## config.mk

```make
export PLATFORM = sky130hd
export DESIGN_NAME = irq_priority_ctrl
export DESIGN_NICKNAME = d
export VERILOG_FILES = /design/src/rtl/irq_ctrl_pkg.sv /design/src/rtl/irq_src_sync.sv /design/src/rtl/irq_priority_ctrl.sv
export SDC_FILE = /design/constraint.sdc
export NUM_CORES = 1
export LEC_CHECK = 0
export CAP_MARGIN = 20
export CORE_ASPECT_RATIO = 0.6
export CORE_UTILIZATION = 30
export DETAILED_ROUTE_END_ITERATION = 8
export PLACE_DENSITY = 0.64
export SKIP_LAST_GASP = 1
export SLEW_MARGIN = 20
export SYNTH_ARGS = -nofsm -noshare
export SYNTH_HDL_FRONTEND = slang
export SYNTH_SLANG_ARGS = --single-unit
```

## constraint.sdc

```tcl
create_clock -name i_clk -period 3.66 [get_ports i_clk]
set_input_delay 0.915 -clock i_clk [delete_from_list [all_inputs] [get_ports i_clk]]
set_output_delay 0.915 -clock i_clk [all_outputs]
set_load 0.005 [all_outputs]
```

## src/rtl/irq_ctrl_pkg.sv

```systemverilog
// Shared types and register map for the interrupt priority controller.
// Imported by the controller top and its testbench.
package irq_ctrl_pkg;

  typedef enum logic [1:0] {
    IDLE,
    ASSERT,
    CLAIMED
  } irq_state_e;

  localparam logic [1:0] REG_ENABLE  = 2'd0;
  localparam logic [1:0] REG_TYPE    = 2'd1;
  localparam logic [1:0] REG_PENDING = 2'd2;
  localparam logic [1:0] REG_CLAIM   = 2'd3;

  localparam int ID_NONE = 0;

endpackage

```

## src/rtl/irq_src_sync.sv

```systemverilog
// Per-source two-flop synchroniser plus an edge-detect flop.
// Produces the synchronised level and a one-cycle rising-edge pulse.
module irq_src_sync (
  input  logic clk,
  input  logic rst,
  input  logic irq_src,
  output logic level,
  output logic rise
);

  logic s1_q;
  logic s2_q;
  logic s3_q;

  always_ff @(posedge clk) begin
    if (rst) begin
      s1_q <= 1'b0;
      s2_q <= 1'b0;
      s3_q <= 1'b0;
    end else begin
      s1_q <= irq_src;
      s2_q <= s1_q;
      s3_q <= s2_q;
    end
  end

  assign level = s2_q;
  assign rise  = s2_q & ~s3_q;

endmodule

```

## src/rtl/irq_priority_ctrl.sv

```systemverilog
// Fixed-priority interrupt controller with claim/complete handshake.
// Lowest source index wins; claim ID is index + 1, zero means none.
module irq_priority_ctrl
  import irq_ctrl_pkg::*;
#(
  parameter int N_SRC = 8,
  parameter int ID_W  = 5
) (
  input  logic             i_clk,
  input  logic             i_rst,
  input  logic [N_SRC-1:0] i_irq_src,
  input  logic             i_wr_en,
  input  logic             i_rd_en,
  input  logic [3:0]       i_addr,
  input  logic [31:0]      i_wdata,
  output logic [31:0]      o_rdata,
  output logic             o_irq,
  output logic [ID_W-1:0]  o_irq_id
);

  logic [N_SRC-1:0] en_q;
  logic [N_SRC-1:0] type_q;
  logic [N_SRC-1:0] pend_q;
  logic [N_SRC-1:0] pend_n;
  logic [N_SRC-1:0] lvl;
  logic [N_SRC-1:0] rise;
  logic [N_SRC-1:0] active;
  logic [N_SRC-1:0] clr;
  logic [N_SRC-1:0] win_oh;
  logic [ID_W-1:0]  win_id;
  logic [ID_W-1:0]  claimed_q;
  logic [31:0]      rdata_n;

  irq_state_e state_q;
  irq_state_e state_n;

  logic sel_en;
  logic sel_type;
  logic sel_pend;
  logic sel_claim;
  logic claim_rd;
  logic complete;
  logic unused_bits;

  for (genvar g = 0; g < N_SRC; g++) begin : g_sync
    irq_src_sync u_sync (
      .clk     (i_clk),
      .rst     (i_rst),
      .irq_src (i_irq_src[g]),
      .level   (lvl[g]),
      .rise    (rise[g])
    );
  end

  assign sel_en    = (i_addr[3:2] == REG_ENABLE);
  assign sel_type  = (i_addr[3:2] == REG_TYPE);
  assign sel_pend  = (i_addr[3:2] == REG_PENDING);
  assign sel_claim = (i_addr[3:2] == REG_CLAIM);

  assign active = pend_q & en_q;

  always_comb begin
    win_id = ID_W'(ID_NONE);
    win_oh = '0;
    for (int i = N_SRC - 1; i >= 0; i--) begin
      if (active[i]) begin
        win_id    = ID_W'(i + 1);
        win_oh    = '0;
        win_oh[i] = 1'b1;
      end
    end
  end

  assign o_irq_id = win_id;

  assign claim_rd = i_rd_en & sel_claim
                  & (state_q == ASSERT) & (|active);
  assign complete = i_wr_en & sel_claim
                  & (state_q == CLAIMED)
                  & (i_wdata[ID_W-1:0] == claimed_q);

  // A fresh edge in the same cycle as its clear keeps the bit pending.
  assign clr = (claim_rd ? win_oh : '0)
             | ((i_wr_en & sel_pend) ? i_wdata[N_SRC-1:0] : '0);

  always_comb begin
    for (int i = 0; i < N_SRC; i++) begin
      pend_n[i] = type_q[i] ? ((pend_q[i] & ~clr[i]) | rise[i])
                            : lvl[i];
    end
  end

  always_comb begin
    state_n = state_q;
    unique case (state_q)
      IDLE: begin
        if (|active) state_n = ASSERT;
      end
      ASSERT: begin
        if (claim_rd)      state_n = CLAIMED;
        else if (~|active) state_n = IDLE;
      end
      CLAIMED: begin
        if (complete) state_n = IDLE;
      end
      default: state_n = IDLE;
    endcase
  end

  always_comb begin
    rdata_n = '0;
    unique case (1'b1)
      sel_en:    rdata_n[N_SRC-1:0] = en_q;
      sel_type:  rdata_n[N_SRC-1:0] = type_q;
      sel_pend:  rdata_n[N_SRC-1:0] = pend_q;
      sel_claim: rdata_n[ID_W-1:0]  = claim_rd ? win_id : '0;
      default:   rdata_n = '0;
    endcase
  end

  always_ff @(posedge i_clk) begin
    if (i_rst) begin
      en_q      <= '0;
      type_q    <= '0;
      pend_q    <= '0;
      claimed_q <= '0;
      state_q   <= IDLE;
      o_irq     <= 1'b0;
      o_rdata   <= '0;
    end else begin
      state_q <= state_n;
      o_irq   <= (state_n == ASSERT);
      pend_q  <= pend_n;
      if (i_wr_en & sel_en)   en_q   <= i_wdata[N_SRC-1:0];
      if (i_wr_en & sel_type) type_q <= i_wdata[N_SRC-1:0];
      if (claim_rd)           claimed_q <= win_id;
      if (i_rd_en)            o_rdata <= rdata_n;
    end
  end

  assign unused_bits = ^{i_addr[1:0], i_wdata[31:N_SRC]};

endmodule

```

### Word level (Yosys, flattened, before mapping)

Index checks and enable logic that the tools add are counted.

| operators by class | value |
|---|---|
| reductions and logical operators | 3 |
| add/subtract/negate cells | 0 |
| muxes and demuxes | 34 |
| multipliers | 0 |
| eq/ne operators | 7 |
| $lt $le $gt $ge | 0 |
| bitwise gates (word level) | 51 |
| shift-type cells | 0 |
| div/mod/pow operators | 0 |

Operators with widths:

| kind | number |
|---|---|
| $mux W8 | 10 |
| $and A1 B1 Y1 | 25 |
| $mux W5 | 5 |
| $pmux W5 S4 | 1 |
| $mux W4 | 4 |
| $not A1 Y1 | 16 |
| $pmux W3 S3 | 1 |
| $and A8 B8 Y8 | 1 |
| $mux W1 | 8 |
| $mux W2 | 4 |
| $or A1 B1 Y1 | 8 |
| $or A8 B8 Y8 | 1 |
| $reduce_or A8 Y1 | 1 |
| $eq A2 B1 Y1 const B | 3 |
| $eq A2 B2 Y1 const B | 3 |
| $pmux W2 S3 | 1 |
| $eq A5 B5 Y1 | 1 |
| $logic_not A2 Y1 | 2 |

| storage, ports and cells | value |
|---|---|
| memory bits (writable) | 0 |
| output and inout bits | 38 |
| word-level logic and storage cells | 126 |
| register bits after elaboration | 64 |
| input port bits | 48 |
| memories kept | 0 |
| ROM bits | 0 |
| latch bits | 0 |

### Logic depth before layout (Yosys ltp)

| depth | value |
|---|---|
| depth after elaboration | 15 |
| gate-level depth with buffers | 6 |
| mapped depth without buffers | 4 |

### Cells and area by module

Synthesis repeated with hierarchy kept, for this count alone.

| second synthesis, totals | value |
|---|---|
| cells, all modules | 303 |
| area, all modules | 2,845.2 um^2 |

By module, submodules not included:

| module | cells each | area an instance (um^2) | times used |
|---|---|---|---|
| irq_priority_ctrl | 247 | 2,144.6 | 1 |
| irq_src_sync | 7 | 87.6 | 8 |

### Worst setup path before layout

No wires, ideal clock.

| timing path | value |
|---|---|
| path type | in2reg |
| start point | input i_rd_en |
| end point | register pend_q[3] |
| setup slack | 1,466 ps |
| buffers on the path | 1 |
| data required time | 3,543 ps |
| cell stages on the path | 5 |
| arrival | 2,078 ps |
| path through | buf_2 nand4_1 nor3_1 or3b_2 a22o_1 |

| between the ends | value |
|---|---|
| cells in the longest elaborated chain, start to end | 9 |

Ends and longest elaborated chain:

| what | line | RTL |
|---|---|---|
| start, declared | irq_priority_ctrl.sv:13 | `input logic i_rd_en,` |
| $and A1 B1 Y1 | irq_priority_ctrl.sv:76 | `assign claim_rd = i_rd_en & sel_claim` |
| $and A1 B1 Y1 (2 in a row) | irq_priority_ctrl.sv:77 | `& (state_q == ASSERT) & (\|active);` |
| $mux W8 | irq_priority_ctrl.sv:83 | `assign clr = (claim_rd ? win_oh : '0)` |
| $or A8 B8 Y8 | irq_priority_ctrl.sv:84 | `\| ((i_wr_en & sel_pend) ? i_wdata[N_SRC-1:0] : '0);` |
| $not A1 Y1 | irq_priority_ctrl.sv:88 | `pend_n[i] = type_q[i] ? ((pend_q[i] & ~clr[i]) \| rise[i])` |
| $and A1 B1 Y1 | irq_priority_ctrl.sv:88 |  |
| $or A1 B1 Y1 | irq_priority_ctrl.sv:88 |  |
| $mux W1 | irq_priority_ctrl.sv:88 |  |
| end signal, assigned | irq_priority_ctrl.sv:133 | `pend_q <= pend_n;` |
| end, declared | irq_priority_ctrl.sv:23 | `logic [N_SRC-1:0] pend_q;` |

Every way passes these cells.
A chain may end at the register's enable or synchronous reset.

### Worst setup path in the final report

| timing path | value |
|---|---|
| start point | register pend_q[1] |
| end point | output o_irq_id[2] |

| between the ends | value |
|---|---|
| cells in the longest elaborated chain, start to end | 3 |

Ends and longest elaborated chain:

| what | line | RTL |
|---|---|---|
| $and A8 B8 Y8 | irq_priority_ctrl.sv:60 | `assign active = pend_q & en_q;` |
| $mux W5 (2 in a row) | irq_priority_ctrl.sv:66 | `if (active[i]) begin` |
| end, declared | irq_priority_ctrl.sv:18 | `output logic [ID_W-1:0] o_irq_id` |

Every way passes these cells.

==> summary.md <==
| Metric | Value |
|---|---|
| Crit Path Class | `reg2out` |
| Total iterations of the first detailed-routing run | `8` |
| Critical Path Sink Type | `output pin` |
| Layout Area Growth over Synthesis | `25.4%` |
| Max-cap violations | `0` |
| Largest net degree at the start of global routing | `38` |
| CP startpoint kind | `flop` |
| DR DRC count | `5` |
| Hpwl dp | `about 4700 µm` |
| DR WL/cell | `14.3 µm` |
| Static Leak | `1.34 nW` |
| Post-route cell area | `about 3400 µm²` |
| Synth cell types | `41` |
| Antenna diode count | `0` |
| Top Ports | `86` |
| Cell Pwr Density | `510 nW/µm²` |
| Number of global-route vias before repair | `about 1.9k` |
| Drt initial violations | `approximately 150` |
| Yosys warnings | `0` |
| First-pass GRT wire length | `10200 µm` |
| Skew final | `between 0.006 and 0.007 ns` |
| Num rows | `26` |
| GRT Util Overall | `0.144` |
| Critical Path Fanout Max | `4` |
| Flops & latches, synth | `63` |
| Via density | `roughly 4.7` |
| Max-slew violation count | `0` |
| Area of the mapped netlist | `~2700 µm²` |
| Core area | `just under 9000 µm²` |
| Fin crit period | `between 2 and 3 ns` |
| Max frequency | `around 330 MHz` |
| Final WL | `roughly 6500 µm` |
| Setup TNS | `0 ns` |
| Setup Buffers After CTS | `0` |
| Endpoints failing setup | `0` |
| Mean Syn Cell Area | `slightly above 9 µm²` |
| Port Buffers | `34` |
| H-tree levels | `3` |
| Hold slack | `~0.43 ns` |
| Vias after detailed routing | `between 2k and 2.5k` |
| Cell Area, Placed | `just over 3000 µm²` |
| PostCTS Resize Cnt | `0` |
| Clk sinks | `63` |
| Die area | `9520 µm²` |
| Tcrit/Tclk final | `0.816` |
| RSZ-0062 raised after global routing | `no` |
| Congestion Overflow GR | `0` |
| CTS tree | `built` |
| WP data arrival | `just over 2 ns` |
| Violated checks | `design-rule violations` |
| Root Driver | `clkbuf_16` |
| Worst-skew pair later-pin latency | `~0.33 ns` |
| Die height | `around 76 µm` |
| Worst Path Required | `2.74 ns` |
| Clock buffer depth | `2` |
| Die width | `125 µm` |
| Initial antenna violation count | `0` |
| Net count of the finished layout | `approximately 380` |
| Worst-Margin Slew | `between 0.7 and 0.8 ns` |
| VDD IR max | `0.000249 V` |
| Fill cells | `850` |
| Share of cells above drive strength 1 | `0.0796` |
| # hold bufs at CTS | `0` |
| Rel. slew slack | `0.506` |
| TritonCTS Buffers | `9` |
| Starting Density | `0.315` |
| GPL Wtd Cong | `0.881` |
| HP Class | `reg2reg` |
| Cell count after synthesis | `~300` |
| Antenna-violating nets left | `0` |
| Final Hold Viols | `0` |
| Sequential fraction of the synthesis area | `0.461` |
| Layout Utilization | `0.395` |
| Reg clk slew, reported paths | `around 0.05 ns` |
| Status | `finished with violations` |
metal layers:
| layer | track usage | part of all wire |
|---|---|---|
| met4 | 0.0585 | 0.0032 |
| met2 | 0.190 | 0.41 |
| met1 | 0.206 | 0.50 |
| met5 | 0 | 0 |
| met3 | 0.0527 | 0.084 |
registers in the layout, indices dropped and copies added (netlist names):
name                 flops
claimed_q                4
en_q                     8
g_sync.u_sync.level      8
g_sync.u_sync.s1_q       8
g_sync.u_sync.s3_q       8
o_irq                    1
o_rdata                  8
pend_q                   8
state_q                  2
type_q                   8
worst max-delay path: stages, from the launching register on:
cell             delay, ns
dfxtp_1               0.34
a222oi_1              0.63
and2_2                0.28
clkdlybuf4s50_1       0.50
per-stage QoR:
stage	power (mW)	setup WS, ns	instances
finish	1.75	0.672	451
global route	1.81	0.605	451
CTS	1.77	0.699	451
detailed placement	0.855	0.814	435
global placement	0.852	0.852	435
floorplan	0.817	1.47	322
cells in the final DEF (no fill, tap or decap), types with 4 or more instances in the layout:
cell / instances
o21ai_0: 5
buf_4: 7
clkbuf_16: 9
a22o_1: 5
mux2i_1: 26
a211oi_1: 10
a21oi_1: 8
clkdlybuf4s50_1: 33
dfxtp_1: 63
conb_1: 25
nand3_1: 5
nor2b_1: 25
nor2_1: 27
nand2_1: 33
a211o_1: 4
kinds of logic (layout without fill, tap and decap cells):
family	after synthesis	after routing	synth area share
and+or+nand+nor	113	113	0.209
DFF	63	63	0.461
AOI/OAI and AO/OA	48	48	0.126
buffers and inverters	43	60	0.0946
muxes	26	26	0.0951
xor gates and xnor gates	4	4	0.0128
other	1	25	0.00137
worst paths after layout:
path | startpoint | to | slack [ns] | depth (start not counted)
worst min register to register | g_sync[6].u_sync.s1_q | g_sync[6].u_sync.level | 0.43 | 1
worst min-delay path | g_sync[6].u_sync.s1_q | g_sync[6].u_sync.level | 0.43 | 1
worst max register to register | pend_q[1] | pend_q[7] | 1.67 | 4
worst max-delay path | pend_q[1] | o_irq_id[2] | 0.67 | 3
final cells by class:
class | count | area (µm²) | share of cell area
multi-input cells | 216 | 1310 | 0.381
flip-flops and latches | 63 | 1260 | 0.368
repair buffers | 41 | 388 | 0.113
clock buffers | 11 | 243 | 0.0708
well taps | 112 | 140 | 0.0408
clock inverters | 5 | 81.3 | 0.0237
inverters | 3 | 11.3 | 0.00328
power breakdown:
part           internal (mW)  switching, mW  total (mW)
Clock                  0.614          0.296       0.910
Sequential             0.710         0.0148       0.725
Combinational         0.0572         0.0590       0.116
Total                   1.38          0.370        1.75
cells in the mapped netlist (all sizes together):
master,instances,area share
nor3b,2,0.0055
mux2i,26,0.095
inv,3,0.0041
dfxtp,63,0.46
o2bb2ai,2,0.0064
or3,1,0.0041
and2,5,0.013
a2bb2oi,1,0.0032
a211o,4,0.013
clkbuf,9,0.012
nand3b,3,0.0082
nor4,2,0.0046
o21ai,5,0.0091
and4,2,0.0064
o22ai,3,0.0069
o211ai,2,0.0055
nor3,3,0.0055
o32ai,1,0.0032
nand4,3,0.0069
buf,31,0.078
or3b,1,0.0032
o211a,1,0.0037
a22oi,3,0.0082
a31oi,1,0.0023
o41ai,1,0.0032
a211oi,10,0.027
nor2b,25,0.057
nand3,5,0.0091
nand4b,1,0.0032
conb,1,0.0014
nor2,27,0.037
a22o,5,0.016
xor2,1,0.0032
a222oi,1,0.0037
nand2,33,0.045
xnor2,3,0.0096
a21oi,8,0.015
No activity file was read; power rests on OpenSTA's default activity.
